<file path="src/rtl/csr_defs.sv">
// Machine-mode CSR addresses, CSR op encoding and mstatus layout shared by the
// trap/CSR unit and its counters.
package csr_defs;

  localparam logic [11:0] CSR_MSTATUS  = 12'h300;
  localparam logic [11:0] CSR_MTVEC    = 12'h305;
  localparam logic [11:0] CSR_MSCRATCH = 12'h340;
  localparam logic [11:0] CSR_MEPC     = 12'h341;
  localparam logic [11:0] CSR_MCAUSE   = 12'h342;
  localparam logic [11:0] CSR_MTVAL    = 12'h343;
  localparam logic [11:0] CSR_MCYCLE   = 12'hB00;
  localparam logic [11:0] CSR_MCYCLEH  = 12'hB80;
  localparam logic [11:0] CSR_MHARTID  = 12'hF14;

  localparam int MSTATUS_MIE_BIT  = 3;
  localparam int MSTATUS_MPIE_BIT = 7;

  typedef enum logic [1:0] {
    CSR_OP_NONE = 2'd0,
    CSR_OP_RW   = 2'd1,
    CSR_OP_RS   = 2'd2,
    CSR_OP_RC   = 2'd3
  } csr_op_t;

  typedef enum logic {
    ST_IDLE     = 1'b0,
    ST_REDIRECT = 1'b1
  } trap_state_t;

  typedef struct packed {
    logic mie;
    logic mpie;
  } mstatus_t;

  // Only M-mode exists, so MPP is hardwired to 2'b11.
  function automatic logic [31:0] mstatus_pack(input mstatus_t s);
    logic [31:0] r;
    r                   = '0;
    r[12:11]            = 2'b11;
    r[MSTATUS_MIE_BIT]  = s.mie;
    r[MSTATUS_MPIE_BIT] = s.mpie;
    return r;
  endfunction

endpackage

</file>
<file path="src/rtl/csr_counter64.sv">
// 64-bit free-running counter with a write port per 32-bit half; a write to
// either half suppresses the increment for that cycle.
module csr_counter64 (
  input  logic        clk,
  input  logic        rst,
  input  logic        wr_lo,
  input  logic        wr_hi,
  input  logic [31:0] wdata,
  output logic [63:0] count
);

  always_ff @(posedge clk) begin
    if (!rst) begin
      count <= '0;
    end else if (wr_lo || wr_hi) begin
      if (wr_lo) count[31:0]  <= wdata;
      if (wr_hi) count[63:32] <= wdata;
    end else begin
      count <= count + 64'd1;
    end
  end

endmodule

</file>
<file path="src/rtl/trap_csr_unit.sv">
// Machine-mode trap entry/MRET sequencing and CSR file; issues a handshaked
// PC redirect to ifetch and stalls execute while the redirect is pending.
module trap_csr_unit
  import csr_defs::*;
#(
  parameter int               XLEN    = 32,
  parameter logic [XLEN-1:0]  HART_ID = '0
) (
  input  logic             clk,
  input  logic             rst,
  input  logic             csr_valid,
  input  csr_op_t          csr_op,
  input  logic [11:0]      csr_addr,
  input  logic [XLEN-1:0]  csr_wdata,
  input  logic             csr_wsuppress,
  output logic [XLEN-1:0]  csr_rdata,
  output logic             csr_illegal,
  input  logic             trap_valid,
  input  logic [XLEN-1:0]  trap_cause,
  input  logic [XLEN-1:0]  trap_pc,
  input  logic [XLEN-1:0]  trap_tval,
  input  logic             mret_valid,
  output logic             redirect_valid,
  output logic [XLEN-1:0]  redirect_pc,
  input  logic             redirect_ready,
  output logic             busy
);

  trap_state_t     state;
  mstatus_t        ms;
  logic [XLEN-1:0] mtvec, mepc, mcause, mtval, mscratch;
  logic [63:0]     mcycle;

  logic [XLEN-1:0] rd_val, wr_val;
  logic            mapped, wants_write, ro_write, bad, csr_we;
  logic            cyc_wr_lo, cyc_wr_hi;

  always_comb begin
    rd_val = '0;
    mapped = 1'b1;
    case (csr_addr)
      CSR_MSTATUS:  rd_val = mstatus_pack(ms);
      CSR_MTVEC:    rd_val = mtvec;
      CSR_MSCRATCH: rd_val = mscratch;
      CSR_MEPC:     rd_val = mepc;
      CSR_MCAUSE:   rd_val = mcause;
      CSR_MTVAL:    rd_val = mtval;
      CSR_MCYCLE:   rd_val = mcycle[31:0];
      CSR_MCYCLEH:  rd_val = mcycle[63:32];
      CSR_MHARTID:  rd_val = HART_ID;
      default:      mapped = 1'b0;
    endcase
  end

  // RS/RC with a zero source field are pure reads and may target read-only space.
  assign wants_write = (csr_op == CSR_OP_RW) || !csr_wsuppress;
  assign ro_write    = (csr_addr[11:10] == 2'b11) && wants_write;
  assign bad         = !mapped || ro_write || (csr_op == CSR_OP_NONE);
  assign csr_illegal = csr_valid && bad;
  assign csr_rdata   = bad ? '0 : rd_val;

  always_comb begin
    case (csr_op)
      CSR_OP_RW: wr_val = csr_wdata;
      CSR_OP_RS: wr_val = rd_val | csr_wdata;
      CSR_OP_RC: wr_val = rd_val & ~csr_wdata;
      default:   wr_val = rd_val;
    endcase
  end

  // A committing trap squashes the CSR write issued alongside it.
  assign csr_we    = csr_valid && !bad && wants_write && (state == ST_IDLE) && !trap_valid;
  assign cyc_wr_lo = csr_we && (csr_addr == CSR_MCYCLE);
  assign cyc_wr_hi = csr_we && (csr_addr == CSR_MCYCLEH);

  csr_counter64 u_mcycle (
    .clk   (clk),
    .rst   (rst),
    .wr_lo (cyc_wr_lo),
    .wr_hi (cyc_wr_hi),
    .wdata (wr_val),
    .count (mcycle)
  );

  always_ff @(posedge clk) begin
    if (!rst) begin
      state          <= ST_IDLE;
      ms             <= '0;
      mtvec          <= '0;
      mepc           <= '0;
      mcause         <= '0;
      mtval          <= '0;
      mscratch       <= '0;
      redirect_valid <= 1'b0;
      redirect_pc    <= '0;
      busy           <= 1'b0;
    end else begin
      if (csr_we) begin
        case (csr_addr)
          CSR_MSTATUS: begin
            ms.mie  <= wr_val[MSTATUS_MIE_BIT];
            ms.mpie <= wr_val[MSTATUS_MPIE_BIT];
          end
          CSR_MTVEC:    mtvec    <= {wr_val[XLEN-1:2], 2'b00};
          CSR_MSCRATCH: mscratch <= wr_val;
          CSR_MEPC:     mepc     <= {wr_val[XLEN-1:2], 2'b00};
          CSR_MCAUSE:   mcause   <= wr_val;
          CSR_MTVAL:    mtval    <= wr_val;
          default: ;
        endcase
      end

      // Assignments below follow the CSR write so MRET wins on mstatus.
      case (state)
        ST_IDLE: begin
          if (trap_valid) begin
            mepc           <= {trap_pc[XLEN-1:2], 2'b00};
            mcause         <= trap_cause;
            mtval          <= trap_tval;
            ms.mpie        <= ms.mie;
            ms.mie         <= 1'b0;
            redirect_pc    <= mtvec;
            redirect_valid <= 1'b1;
            busy           <= 1'b1;
            state          <= ST_REDIRECT;
          end else if (mret_valid) begin
            ms.mie         <= ms.mpie;
            ms.mpie        <= 1'b1;
            redirect_pc    <= mepc;
            redirect_valid <= 1'b1;
            busy           <= 1'b1;
            state          <= ST_REDIRECT;
          end
        end
        ST_REDIRECT: begin
          if (redirect_ready) begin
            redirect_valid <= 1'b0;
            busy           <= 1'b0;
            state          <= ST_IDLE;
          end
        end
        default: state <= ST_IDLE;
      endcase
    end
  end

  // Upstream must hold off while busy; anything arriving now is dropped.
  a_no_req_in_redirect: assert property (@(posedge clk) disable iff (!rst)
    (state == ST_REDIRECT) |-> !(csr_valid || trap_valid || mret_valid));

endmodule

</file>
<file path="config.mk">
export PLATFORM = sky130hd
export DESIGN_NAME = trap_csr_unit
export DESIGN_NICKNAME = d
export VERILOG_FILES = /design/src/rtl/csr_defs.sv /design/src/rtl/csr_counter64.sv /design/src/rtl/trap_csr_unit.sv
export SDC_FILE = /design/constraint.sdc
export NUM_CORES = 1
export LEC_CHECK = 0
export BUFFER_PORTS_ARGS = -buffer_cell sky130_fd_sc_hd__buf_4
export CAP_MARGIN = 40
export CORE_ASPECT_RATIO = 0.8
export CORE_MARGIN = 2
export CORE_UTILIZATION = 50
export CTS_CLUSTER_SIZE = 28
export DETAILED_ROUTE_END_ITERATION = 10
export PLACE_DENSITY = 0.71
export SLEW_MARGIN = 20
export SYNTH_ARGS = -nofsm -noshare
export SYNTH_HDL_FRONTEND = slang
export SYNTH_SLANG_ARGS = --single-unit
</file>
<file path="constraint.sdc">
create_clock -name clk -period 5.3 [get_ports clk]
set_input_delay 1.06 -clock clk [delete_from_list [all_inputs] [get_ports clk]]
set_output_delay 1.06 -clock clk [all_outputs]
set_load 0.05 [all_outputs]
</file>
# --- Word-level counts from Yosys, hierarchy flattened ---
# Cells that the tools add are included.
word_totals:
  latch_bits: 0
  out_inout_bits: 67
  mem_count: 0
  ff_bits: 258
  mem_bits_ro: 0
  wordCells: 91
  ram_bits: 0
op_classes:
  n_eq_ne: 17
  n_div: 0
  bitwise_logic: 4
  n_reduce_logical: 23
  shift: 0
  magnitude_cmp: 0
  muxes: 34
  n_addsub: 1
  n_mul: 0
op_table:
  columns: ["op", "count"]
  rows:
  - ["2-to-1 mux 32 bit", 17]
  - ["case mux 32 bit (8 select lines)", 1]
  - ["case mux 32 bit (3 select lines)", 1]
  - ["equality test 12 x 10 -> 1 bit (second input constant)", 6]
  - ["adder 64 x 1 -> 64 bit (second input constant)", 1]
  - ["2-to-1 mux 64 bit", 1]
  - ["equality test 12 bit (second input constant)", 3]
  - ["bitwise AND 32 bit", 1]
  - ["inverter 32 bit", 1]
  - ["bitwise OR 32 bit", 1]
  - ["2-to-1 mux 2 bit", 5]
  - ["OR reduction 9 bit", 1]
  - ["logical AND 1 bit", 8]
  - ["AND reduction 2 bit", 4]
  - ["2-to-1 mux 1 bit", 7]
  - ["equality test 2 bit (second input constant)", 3]
  - ["logical NOT 1 bit", 4]
  - ["logical OR 1 bit", 4]
  - ["inequality test 2 x 1 -> 1 bit (second input constant)", 2]
  - ["case mux 1 bit (2 select lines)", 2]
  - ["inequality test 3 bit (second input constant)", 1]
  - ["equality test 2 x 1 -> 1 bit (second input constant)", 1]
  - ["logical NOT 2 bit", 1]
  - ["inequality test 2 bit (second input constant)", 1]
  - ["other kinds (2)", 2]

# --- Depth between registers and ports, before layout ---
# Gate-level depths: netlist of the first run.
logic_depth:
  depth_word: 15
  ltp_mapped: 10
  mapped_depth_nobuf: 7

# --- Modules after synthesis ---
# From an unflattened synthesis of the first run, not the netlist that was laid out.
hier_totals:
  hier_cells: 1775
  hier_area_um2: 14760.4
by_module_without_submodules:
  columns: ["mod", "cells_per_inst", "instances", "area_per_inst_um2", "seq_area_each_um2"]
  rows:
  - ["trap_csr_unit", 1243, 1, 10626.4, 3883.7]
  - ["csr_counter64", 532, 1, 4134.0, 1281.2]

# --- Least setup slack after synthesis of the first run ---
# OpenSTA, ideal clock, no wires.
synth_path:
  kind: "input -> output"
  start: "input csr_addr[7]"
  end: "output csr_rdata[8]"
  t_arrival_ps: 3315
  t_required_ps: 4240
  n_path_buf: 3
  path_stages: 7
  setup_slack_ps: 925
  cell_sequence: "buf_6 or4_1 buf_2 nor4_4 buf_4 a22oi_1 a21oi_1"
synth_via:
  elab_chain_cells: 7
synth_rtl:
  columns: ["element", "line", "source"]
  rows:
  - ["from (decl)", "trap_csr_unit.sv:13", "input logic [11:0] csr_addr,"]
  - ["equality test 12 bit or equality test 12 x 10 -> 1 bit (tied branches)", "trap_csr_unit.sv:41", "case (csr_addr)"]
  - ["OR reduction 9 bit (no line)", null, null]
  - ["2-to-1 mux 1 bit", "trap_csr_unit.sv:41", null]
  - ["logical NOT 1 bit", "trap_csr_unit.sv:58", "assign bad = !mapped || ro_write || (csr_op == CSR_OP_NONE);"]
  - ["logical OR 1 bit (2 in series)", "trap_csr_unit.sv:58", null]
  - ["2-to-1 mux 32 bit (*)", "trap_csr_unit.sv:60", "assign csr_rdata = bad ? '0 : rd_val;"]
  - ["to (decl)", "trap_csr_unit.sv:16", "output logic [XLEN-1:0] csr_rdata,"]
# Every way passes the cells marked *; elsewhere a longest branch is shown, timed or not.

# --- Final worst setup path of the first run ---
layout_path:
  start: "input csr_addr[6]"
  end: "output csr_rdata[10]"
# Same word-level chain as after synthesis.

==> results of run 1 <==
## routing by layer
layer / GRT usage [%] / vias up
met5: 0 / -
met4: 14.4 / 0
met3: 6.54 / 129
met2: 56.9 / 950
met1: 53.2 / 7369
li1: - / 6952
## cell usage after synthesis (25+ instances only)
| master | count |
|---|---|
| a31oi_1 | 29 |
| a211oi_1 | 38 |
| mux2_2 | 27 |
| nor2_1 | 132 |
| a21oi_1 | 183 |
| o21ai_0 | 141 |
| clkbuf_1 | 118 |
| mux2i_1 | 64 |
| nand3_1 | 64 |
| nand4_1 | 29 |
| and2_1 | 38 |
| o21a_1 | 26 |
| o211a_1 | 58 |
| dfxtp_1 | 258 |
| a22oi_1 | 25 |
| xnor2_1 | 32 |
| nand2_1 | 182 |
## final timing paths
path,start,slack [ns],depth (start not counted),end
setup / recovery,csr_addr[6],0.77,7,csr_rdata[10]
hold / removal,mscratch[20]$_SDFFE_PN0P_,0.45,2,mscratch[20]$_SDFFE_PN0P_
setup reg to reg,state$_SDFF_PN0_,1.97,7,mtval[27]$_SDFF_PN0_
hold reg to reg,mscratch[20]$_SDFFE_PN0P_,0.45,2,mscratch[20]$_SDFFE_PN0P_
## per-stage QoR
stage	setup WS (ns)	cells	total power, W
5_1_grt	0.663	2316	0.00494
3_3_place_gp	0.880	2262	0.00282
6_report	0.774	2316	0.00481
4_1_cts	0.847	2314	0.00480
3_5_place_dp	0.855	2267	0.00283
2_1_floorplan	0.925	1796	0.00254
## registers in the layout, indices dropped and copies added (netlist names)
| register | flops |
|---|---|
| mtvec | 30 |
| state | 1 |
| busy | 1 |
| mscratch | 32 |
| u_mcycle.count | 64 |
| mcause | 32 |
| ms | 2 |
| mtval | 32 |
| redirect_pc | 32 |
| mepc | 32 |
## power by group through the flow
stage | Combinational (W) | Sequential (W) | Clock (W)
final | 0.000731 | 0.00207 | 0.00201
after global routing | 0.000776 | 0.00208 | 0.00209
after CTS | 0.000720 | 0.00207 | 0.00201
after detailed placement | 0.000717 | 0.00211 | 0
after global placement | 0.000706 | 0.00211 | 0
after floorplan | 0.000369 | 0.00217 | 0
## final cells by class
class	instances	area (µm²)	share of cell area [%]
Timing Repair Buffer	268	2040	11.7
Multi-Input combinational cell	1363	8790	50.5
Clock inverter	12	163	0.935
Sequential cell	258	5160	29.7
Inverter	10	37.5	0.216
Tap cell	370	463	2.66
Clock buffer	35	746	4.29
## critical path: stages
cell and delay, ns:
buf_4 0.14, or4b_4 0.58, nor4_2 0.74, buf_4 0.30, a22oi_1 0.10, a21oi_1 0.29, buf_4 0.26
## kinds of logic after synthesis
family,after synthesis,share of synthesized area (%)
AO/OA/AOI/OAI,656,30.3
AND/OR/NAND/NOR,571,19.3
flip-flops,258,35.3
buffers and inverters,175,4.93
multiplexers,102,8.15
XOR/XNOR,33,1.98
adder cells (fa/ha/maj),1,0.0855
==> impl_metrics.py, run 1 <==
metrics = {
    "status": {
        "status": "finished clean",
    },
    "route": {
        "met1Wirelength_um": 24300,
        "top_layer_used": "met4",
        "ant_nets": 0,
        "first_iter_violations": 1930,
        "wl_met2_um": 25500,
        "vias_per_cell": 6.65,
        "drc": 0,
        "wl_per_cell_um": 25.4,
        "first_pass_iters": 5,
        "met3_length_um": 6710,
        "finalWirelength_um": 58900,
        "vias": 15400,
    },
    "clocking": {
        "clock-root-buffer": "clkbuf_16",
        "cts_tree": "built",
        "postCtsHoldBufs": 0,
        "clock_path_buffers": 3,
        "clk_latency_ns": 0.55,
        "post_cts_buffers": 0,
        "cts_buffers": 27,
        "cts_sinks": 258,
        "cts_htree_levels": 1,
        "cts_resized": 0,
        "clkTransAtPathRegs_ns": 0.06,
    },
    "power_and_ir_drop": {
        "ir_drop_mv": 0.214,
        "p_int_w": 0.00348,
        "total_leakage_power_nw": 6.83,
        "pwr-share-seq_pct": 43.1,
        "p_clk_share_pct": 41.7,
        "powerDensity_nw_per_um2": 277,
        "swShare_pct": 27.7,
        "pwr-share-comb_pct": 15.2,
        "switchingPower_w": 0.00133,
    },
    "synthesis": {
        "synthesis.nets": 1946,
        "syn_area_um2": 14600,
        "yosys_warnings": 0,
        "yosysSeqAreaShare_pct": 35.3,
        "synth_top_area_share_pct": 35.3,
        "postSynth.topFlopCell": "dfxtp_1",
        "yosys.area.top_type": "dfxtp_1",
        "synth-edff-count": 0,
        "synth_cells": 1796,
        "synth-async-reset-ratio_pct": 0,
        "synth.distinct_cells": 87,
        "synth.area.top_cells": "dfxtp_1 35%, a21oi_1 6.3%, o21ai_0 4.8%, nand2_1 4.7%, mux2i_1 4.4%",
        "avgSynthCellArea_um2": 8.15,
        "ys_ff_latch": 258,
    },
    "global_routing": {
        "grt_util_all_layers_pct": 37.5,
        "grt-ovfl-total": 0,
        "grt_pass1_vias": 14044,
        "grt_start_max_net_pins": 66,
        "antenna_found_initial": 0,
        "grt_pass1_wl_um": 87900,
    },
    "floorplan": {
        "start_util_pct": 51.2,
        "die_area_um2": 30700,
        "rows": 55,
        "die_y_um": 157,
        "ios": 216,
        "core_um2": 28600,
        "die_w_um": 195,
    },
    "finish": {
        "area_growth_syn_to_layout_pct": 18.9,
        "final_common_cell": "buf_4",
        "design_area_um2": 17400,
        "num-fill-cells": 2550,
        "antenna_cells": 0,
        "nets": 2078,
        "final_cell_mix": "263 x buf_4, 258 x dfxtp_1, 183 x a21oi_1",
        "fin_util_pct": 60.9,
        "drive_gt1_share_pct": 19.6,
    },
    "setup_path": {
        "required_ns": 4.24,
        "critPathLaunchType": "primary input",
        "critPathKind": "primary input to output port",
        "crit_path_end_kind": "output port",
        "crit_arrival_ns": 3.47,
        "crit_fanout": 7,
    },
    "sta": {
        "rsz0062_at_grt": "no",
        "fin_crit_ns": 4.53,
        "fmax_mhz": 221,
        "maxSlewViolCount": 0,
        "final.setup.tns_ns": 0,
        "holdWs_ns": 0.454,
        "finalSetupViolCount": 0,
        "fin_skew_ns": 0.0148,
        "tightest_slew_ns": 0.863,
        "slew_headroom_pct": 42.0,
        "hold_viol": 0,
        "finalCritPeriodShare_pct": 85.4,
    },
    "place": {
        "numPortBuffers": 213,
        "placed_area_um2": 16500,
        "place.gp.congestion": 0.982,
        "dp_hpwl_um": 42600,
    },
    "flow_run": {
        "cap_violations": 0,
    },
    "worst_hold_path": {
        "min_path_type": "flop to flop",
    },
}
Power figures use the tool's default switching activity.
==> inputs of run 2 (changes only) <==
--- a/config.mk
+++ b/config.mk
@@ -5,6 +5,7 @@
 export SDC_FILE = /design/constraint.sdc
 export NUM_CORES = 1
 export LEC_CHECK = 0
+export ABC_AREA = 1
 export BUFFER_PORTS_ARGS = -buffer_cell sky130_fd_sc_hd__buf_4
 export CAP_MARGIN = 40
 export CORE_ASPECT_RATIO = 0.8
==> run 2 against run 1 <==
  * Sequential cell count unchanged
  * Maximum frequency rose by 2.1%
  * Total power up 0.94%
  * Synthesized cell count grew 56%
  * Worst setup slack improved by 0.094 ns
  * Highest routed layer unchanged
==> impl_metrics.py, run 2 <==
metrics = {
    "status": {
        "status": "finished clean",
    },
    "clocking": {
        "clock_path_buffers": 3,
        "clkTransAtPathRegs_ns": 0.06,
        "postCtsHoldBufs": 0,
        "clock-root-buffer": "clkbuf_16",
        "cts_resized": 0,
        "post_cts_buffers": 0,
        "cts_sinks": 258,
        "cts_tree": "built",
        "cts_buffers": 28,
        "clk_latency_ns": 0.56,
        "cts_htree_levels": 1,
    },
    "power_and_ir_drop": {
        "pwr-share-comb_pct": 13.6,
        "p_int_w": 0.00352,
        "pwr-share-seq_pct": 42.9,
        "swShare_pct": 27.5,
        "p_total_w": 0.00486,
        "total_leakage_power_nw": 9.10,
        "powerDensity_nw_per_um2": 253,
        "switchingPower_w": 0.00134,
        "ir_drop_mv": 0.231,
        "p_clk_share_pct": 43.6,
    },
    "route": {
        "first_iter_violations": 2266,
        "drc": 0,
        "wl_per_cell_um": 19.6,
        "finalWirelength_um": 66200,
        "vias_per_cell": 5.56,
        "first_pass_iters": 6,
        "ant_nets": 0,
        "vias": 18745,
    },
    "finish": {
        "drive_gt1_share_pct": 11.4,
        "antenna_cells": 0,
        "final_common_cell": "nand2_1",
        "nets": 3078,
        "largest_reg_flops": 64,
        "design_area_um2": 19200,
        "area_growth_syn_to_layout_pct": 17.3,
        "top_register": "u_mcycle.count",
        "final_cell_mix": "679 x nand2_1, 464 x nor2_1, 365 x inv_1",
    },
    "global_routing": {
        "grt-ovfl-total": 0,
        "grt_util_all_layers_pct": 38.0,
        "grt_start_max_net_pins": 126,
        "grt.met2_usage_pct": 58.7,
        "grt.busiest_layer": "met2",
        "grt_pass1_wl_um": 99800,
        "antenna_found_initial": 0,
        "use_met3_pct": 6.87,
        "use_met1_pct": 52.2,
        "grt_pass1_vias": 17154,
    },
    "floorplan": {
        "start_util_pct": 50.6,
        "rows": 59,
        "ios": 216,
        "core_um2": 32400,
        "die_w_um": 206,
        "die_area_um2": 34300,
        "die_y_um": 166,
    },
    "worst_hold_path": {
        "min_path_type": "flop to flop",
    },
    "setup_path": {
        "crit_family": "simple AND/OR/NAND/NOR gates",
        "crit_arrival_ns": 3.37,
        "crit_chain": "buf_4, nand2_1, nor2_1, nand2_4, nor2_4, nand2_1, nand2_1, nor2_1, a21oi_1, buf_4",
        "crit_path_end_kind": "output port",
        "r2r_end": "u_mcycle.count[45]$_SDFFE_PN0P_",
        "crit_fanout": 23,
        "cp_num_buf_inv": 2,
        "slowest_delay_ns": 0.67,
        "required_ns": 4.24,
        "cp.depth": 10,
        "cp_common_cell": "nand2_1",
        "critPathLaunchType": "primary input",
        "r2r-start": "u_mcycle.count[0]$_SDFFE_PN0P_",
        "slowest_stage": "nor2_4",
        "critPathKind": "primary input to output port",
        "worstSetupEndpoint": "csr_rdata[1]",
        "r2r_cells": 10,
        "r2r_slack_ns": 2.48,
        "startpoint": "csr_addr[9]",
    },
    "synthesis": {
        "synth_cells": 2804,
        "yosys_warnings": 0,
        "avgSynthCellArea_um2": 5.85,
        "postSynth.topFlopCell": "dfxtp_1",
        "synthesis.nets": 2954,
        "synth-async-reset-ratio_pct": 0,
        "synth-edff-count": 0,
        "ys_ff_latch": 258,
        "synth.distinct_cells": 33,
        "synthTopCellsByCount": "679 x nand2_1, 468 x nor2_1, 365 x inv_1, 355 x o21ai_0, 258 x dfxtp_1",
        "synth.area.top_cells": "dfxtp_1 32%, nand2_1 16%, o21ai_0 11%, nor2_1 11%, inv_1 8.4%",
        "synth_most_common_cell": "nand2_1",
        "yosysSeqAreaShare_pct": 31.5,
        "synth_top_area_share_pct": 31.5,
        "yosys.area.top_type": "dfxtp_1",
        "syn_area_um2": 16400,
    },
    "flow_run": {
        "cap_violations": 0,
    },
    "sta": {
        "fin_crit_ns": 4.43,
        "finalSetupViolCount": 0,
        "final.setup.tns_ns": 0,
        "rsz0062_at_grt": "no",
        "tightest_slew_ns": 0.862,
        "hold_viol": 0,
        "fmax_mhz": 226,
        "maxSlewViolCount": 0,
        "fin_skew_ns": 0.0100,
        "finalCritPeriodShare_pct": 83.6,
        "slew_headroom_pct": 42.6,
    },
    "place": {
        "place.gp.congestion": 1.03,
        "placed_area_um2": 18200,
        "dp_hpwl_um": 48900,
        "numPortBuffers": 213,
    },
}
run 2: cells by family after synthesis:
family,share of synthesized area [%]
and+or+nand+nor,35.2
AOI/OAI and AO/OA,17.0
buffers and inverters,12.9
DFF,31.5
xor gates and xnor gates,3.26
adders and majority gates,0.0763
run 2: cell type report:
class | count | area, µm²
fillers | 3225 | 13200
well taps | 427 | 534
inverters | 372 | 1400
repair buffers | 251 | 1990
multi-input cells | 2017 | 9150
flip-flops and latches | 258 | 5160
clock inverters | 7 | 119
clock buffers | 42 | 865
run 2: worst min-delay path by stage:
stage,from,to,slack (ns),cells past startpoint
final,mepc[1]$_SDFF_PN0_,mepc[1]$_SDFF_PN0_,0.49,2
after global routing,mtvec[9]$_SDFFE_PN0P_,redirect_pc[9]$_SDFFE_PN0P_,0.51,2
after CTS,redirect_pc[1]$_SDFFE_PN0P_,redirect_pc[1]$_SDFFE_PN0P_,0.48,2
after detailed placement,mepc[0]$_SDFF_PN0_,mepc[0]$_SDFF_PN0_,0.47,2
after global placement,mepc[0]$_SDFF_PN0_,mepc[0]$_SDFF_PN0_,0.47,2
after floorplan,mepc[0]$_SDFF_PN0_,mepc[0]$_SDFF_PN0_,0.45,2
run 2: through the flow:
step	setup slack [ns]	hold WS, ns	std cells	util [%]
2_1_floorplan	1.34	0.447	2804	-
6_report	0.868	0.485	3374	59.3
4_1_cts	0.944	0.483	3372	59.2
3_5_place_dp	0.961	0.473	3323	56.1
3_3_place_gp	0.967	0.469	3321	56.0
5_1_grt	0.760	0.511	3374	59.3
run 2: routing by layer:
metal / wire, µm / vias up
met5: 0 / -
met4: 2960 / 0
met3: 6840 / 158
met2: 29000 / 997
met1: 27400 / 8524
li1: - / 9066
run 2: power groups by stage:
stage          sequential [W]  combinational (W)  clock, W
2_1_floorplan         0.00217           0.000328         0
3_3_place_gp          0.00212           0.000625         0
3_5_place_dp          0.00212           0.000641         0
4_1_cts               0.00208           0.000645   0.00212
5_1_grt               0.00209           0.000727   0.00220
6_report              0.00208           0.000660   0.00211
run 2: tightest hold or removal path, delay by kind of cell, from the launching register on:
| kind | cells | cell delay [ns] |
|---|---|---|
| buffers and inverters | 1 | 0.04 |
| AND/OR/NAND/NOR | 1 | 0.09 |
| flip-flops | 1 | 0.32 |
==> inputs of run 3 (changes only) <==
--- a/config.mk
+++ b/config.mk
@@ -13,7 +13,7 @@
 export CORE_UTILIZATION = 50
 export CTS_CLUSTER_SIZE = 28
 export DETAILED_ROUTE_END_ITERATION = 10
-export PLACE_DENSITY = 0.71
+export PLACE_DENSITY = 0.73
 export SLEW_MARGIN = 20
 export SYNTH_ARGS = -nofsm -noshare
 export SYNTH_HDL_FRONTEND = slang
==> constraint.sdc (replaced) <==
create_clock -name clk -period 3.7 [get_ports clk]
set_input_delay 0.74 -clock clk [delete_from_list [all_inputs] [get_ports clk]]
set_output_delay 0.74 -clock clk [all_outputs]
set_load 0.05 [all_outputs]
==> run 3 against run 2 <==
  * Global-route usage is 0.053 points lower
  * Worst hold slack worse by 0.046 ns
  * Sequential power is 43% higher
  * Total power is 39% higher
  * Clock power is 34% higher
  * Via count is 1.6% higher
  * Sequential cell count stayed put
  * Largest cell class unchanged
==> impl_metrics.py, run 3 (synthesized netlist as in run 2, its figures left out) <==
metrics = {
    "floorplan": {
        "ios": 216,
        "die_area_um2": 34300,
        "rows": 59,
        "start_util_pct": 50.6,
        "die_y_um": 166,
        "die_w_um": 206,
        "core_um2": 32400,
    },
    "setup_path": {
        "crit_fanout": 12,
        "critPathLaunchType": "primary input",
        "slowest_delay_ns": 0.34,
        "crit_chain": "buf_4, nand2_1, nor2_1, nand2_4, nor2_2, clkinvlp_4, buf_4, nor2_1, nor2_1, a21oi_1, buf_4",
        "crit_path_end_kind": "output port",
        "slowest_stage": "a21oi_1",
        "crit_arrival_ns": 2.76,
        "critPathKind": "primary input to output port",
        "required_ns": 2.96,
    },
    "sta": {
        "finalCritPeriodShare_pct": 94.6,
        "rsz0062_at_grt": "no",
        "hold_viol": 0,
        "tightest_slew_ns": 0.834,
        "finalSetupViolCount": 0,
        "final.setup.tns_ns": 0,
        "maxSlewViolCount": 0,
        "fmax_mhz": 286,
        "fin_crit_ns": 3.50,
        "slew_headroom_pct": 44.4,
        "fin_skew_ns": 0.00937,
    },
    "global_routing": {
        "grt_pass1_wl_um": 99800,
        "grt_start_max_net_pins": 114,
        "antenna_found_initial": 0,
        "grt-ovfl-total": 0,
        "grt_pass1_vias": 17342,
        "grt_util_all_layers_pct": 37.9,
    },
    "clocking": {
        "clkTransAtPathRegs_ns": 0.06,
        "clk_latency_ns": 0.58,
        "clock-root-buffer": "clkbuf_16",
        "cts_tree": "built",
        "postCtsHoldBufs": 0,
        "cts_buffers": 28,
        "clock_path_buffers": 3,
        "cts_htree_levels": 1,
        "cts_sinks": 258,
    },
    "route": {
        "drc": 0,
        "ant_nets": 0,
        "first_iter_violations": 2405,
        "first_pass_iters": 5,
        "vias_per_cell": 5.60,
        "vias": 19037,
        "finalWirelength_um": 66700,
        "wl_per_cell_um": 19.6,
    },
    "worst_hold_path": {
        "min_path_type": "primary input to flop",
    },
    "power_and_ir_drop": {
        "powerDensity_nw_per_um2": 348,
        "total_leakage_power_nw": 9.17,
        "ir_drop_mv": 0.330,
        "p_total_w": 0.00675,
    },
    "status": {
        "status": "finished clean",
    },
    "place": {
        "place.gp.congestion": 1.04,
        "dp_hpwl_um": 49300,
        "numPortBuffers": 213,
    },
    "finish": {
        "fin_util_pct": 59.8,
        "top_register": "u_mcycle.count",
        "drive_gt1_share_pct": 12.1,
        "area_growth_syn_to_layout_pct": 18.2,
        "final_common_cell": "nand2_1",
        "largest_reg_flops": 64,
        "nets": 3099,
        "antenna_cells": 0,
        "final_cell_mix": "679 x nand2_1, 463 x nor2_1, 364 x inv_1",
    },
    "flow_run": {
        "cap_violations": 0,
    },
}
run 3: changes by cell type in the layout (fill, tap and decap cells not counted), sizes merged:
cell	delta
buf	+21
clkinv	+4
bufinv	-2
clkinvlp	+2
clkbuf	-1
inv	-1
run 3: where the power goes:
group | internal, W | switching, W | total (W) | leakage [nW]
Combinational | 0.000336 | 0.000617 | 0.000953 | 6.63
Sequential | 0.00290 | 0.0000833 | 0.00298 | 2.11
Clock | 0.00157 | 0.00125 | 0.00282 | 0.432
run 3: path summary, 6_finish.rpt:
| path | start | to | slack, ns | cells after the start |
|---|---|---|---|---|
| worst max register to register | u_mcycle.count[0]$_SDFFE_PN0P_ | u_mcycle.count[63]$_SDFFE_PN0P_ | 1.00 | 10 |
| worst min register to register | redirect_pc[0]$_SDFFE_PN0P_ | redirect_pc[0]$_SDFFE_PN0P_ | 0.48 | 2 |
| worst min-delay path | redirect_ready | state$_SDFF_PN0_ | 0.44 | 4 |
| worst max-delay path | csr_addr[9] | csr_rdata[15] | 0.20 | 11 |
run 3: final cells by class:
type	instances	area (µm²)
fill	3176	13000
multi-input combinational	2017	9150
sequential	258	5160
timing repair buffer	272	2230
inverter	372	1400
clock buffer	41	800
tap	427	534
clock inverter	10	97.6
run 3: repair_timing:
action                                  4_1_cts  5_1_grt
endpoints found under the setup margin        0        4
gates resized for setup                       0        2
buffers inserted                              0        2
run 3: through the flow:
step / instances / hold slack, ns / instance area (µm²) / worst slack [ns]
after floorplan: 2804 / 0.447 / 16400 / 0.376
after global placement: 3343 / 0.465 / 18400 / 0.134
after detailed placement: 3343 / 0.471 / 18400 / 0.120
after CTS: 3394 / 0.429 / 19300 / 0.0946
after global routing: 3397 / 0.453 / 19400 / 0.104
final: 3397 / 0.439 / 19400 / 0.199
run 3: worst max-delay path: cells and delay by family:
kind	cells	cell delay (ns)
AOI/OAI and AO/OA	1	0.34
and+or+nand+nor	6	0.96
buffers and inverters	4	0.70
run 3: routing by layer:
metal | up-vias | part of all wire [%] | wire length, µm | global-route usage [%]
li1 | 9119 | - | - | -
met1 | 8715 | 41 | 27600 | 52.1
met2 | 1017 | 43 | 28900 | 58.0
met3 | 186 | 10 | 6860 | 6.55
met4 | 0 | 5.0 | 3350 | 17.0
met5 | - | 0 | 0 | 0
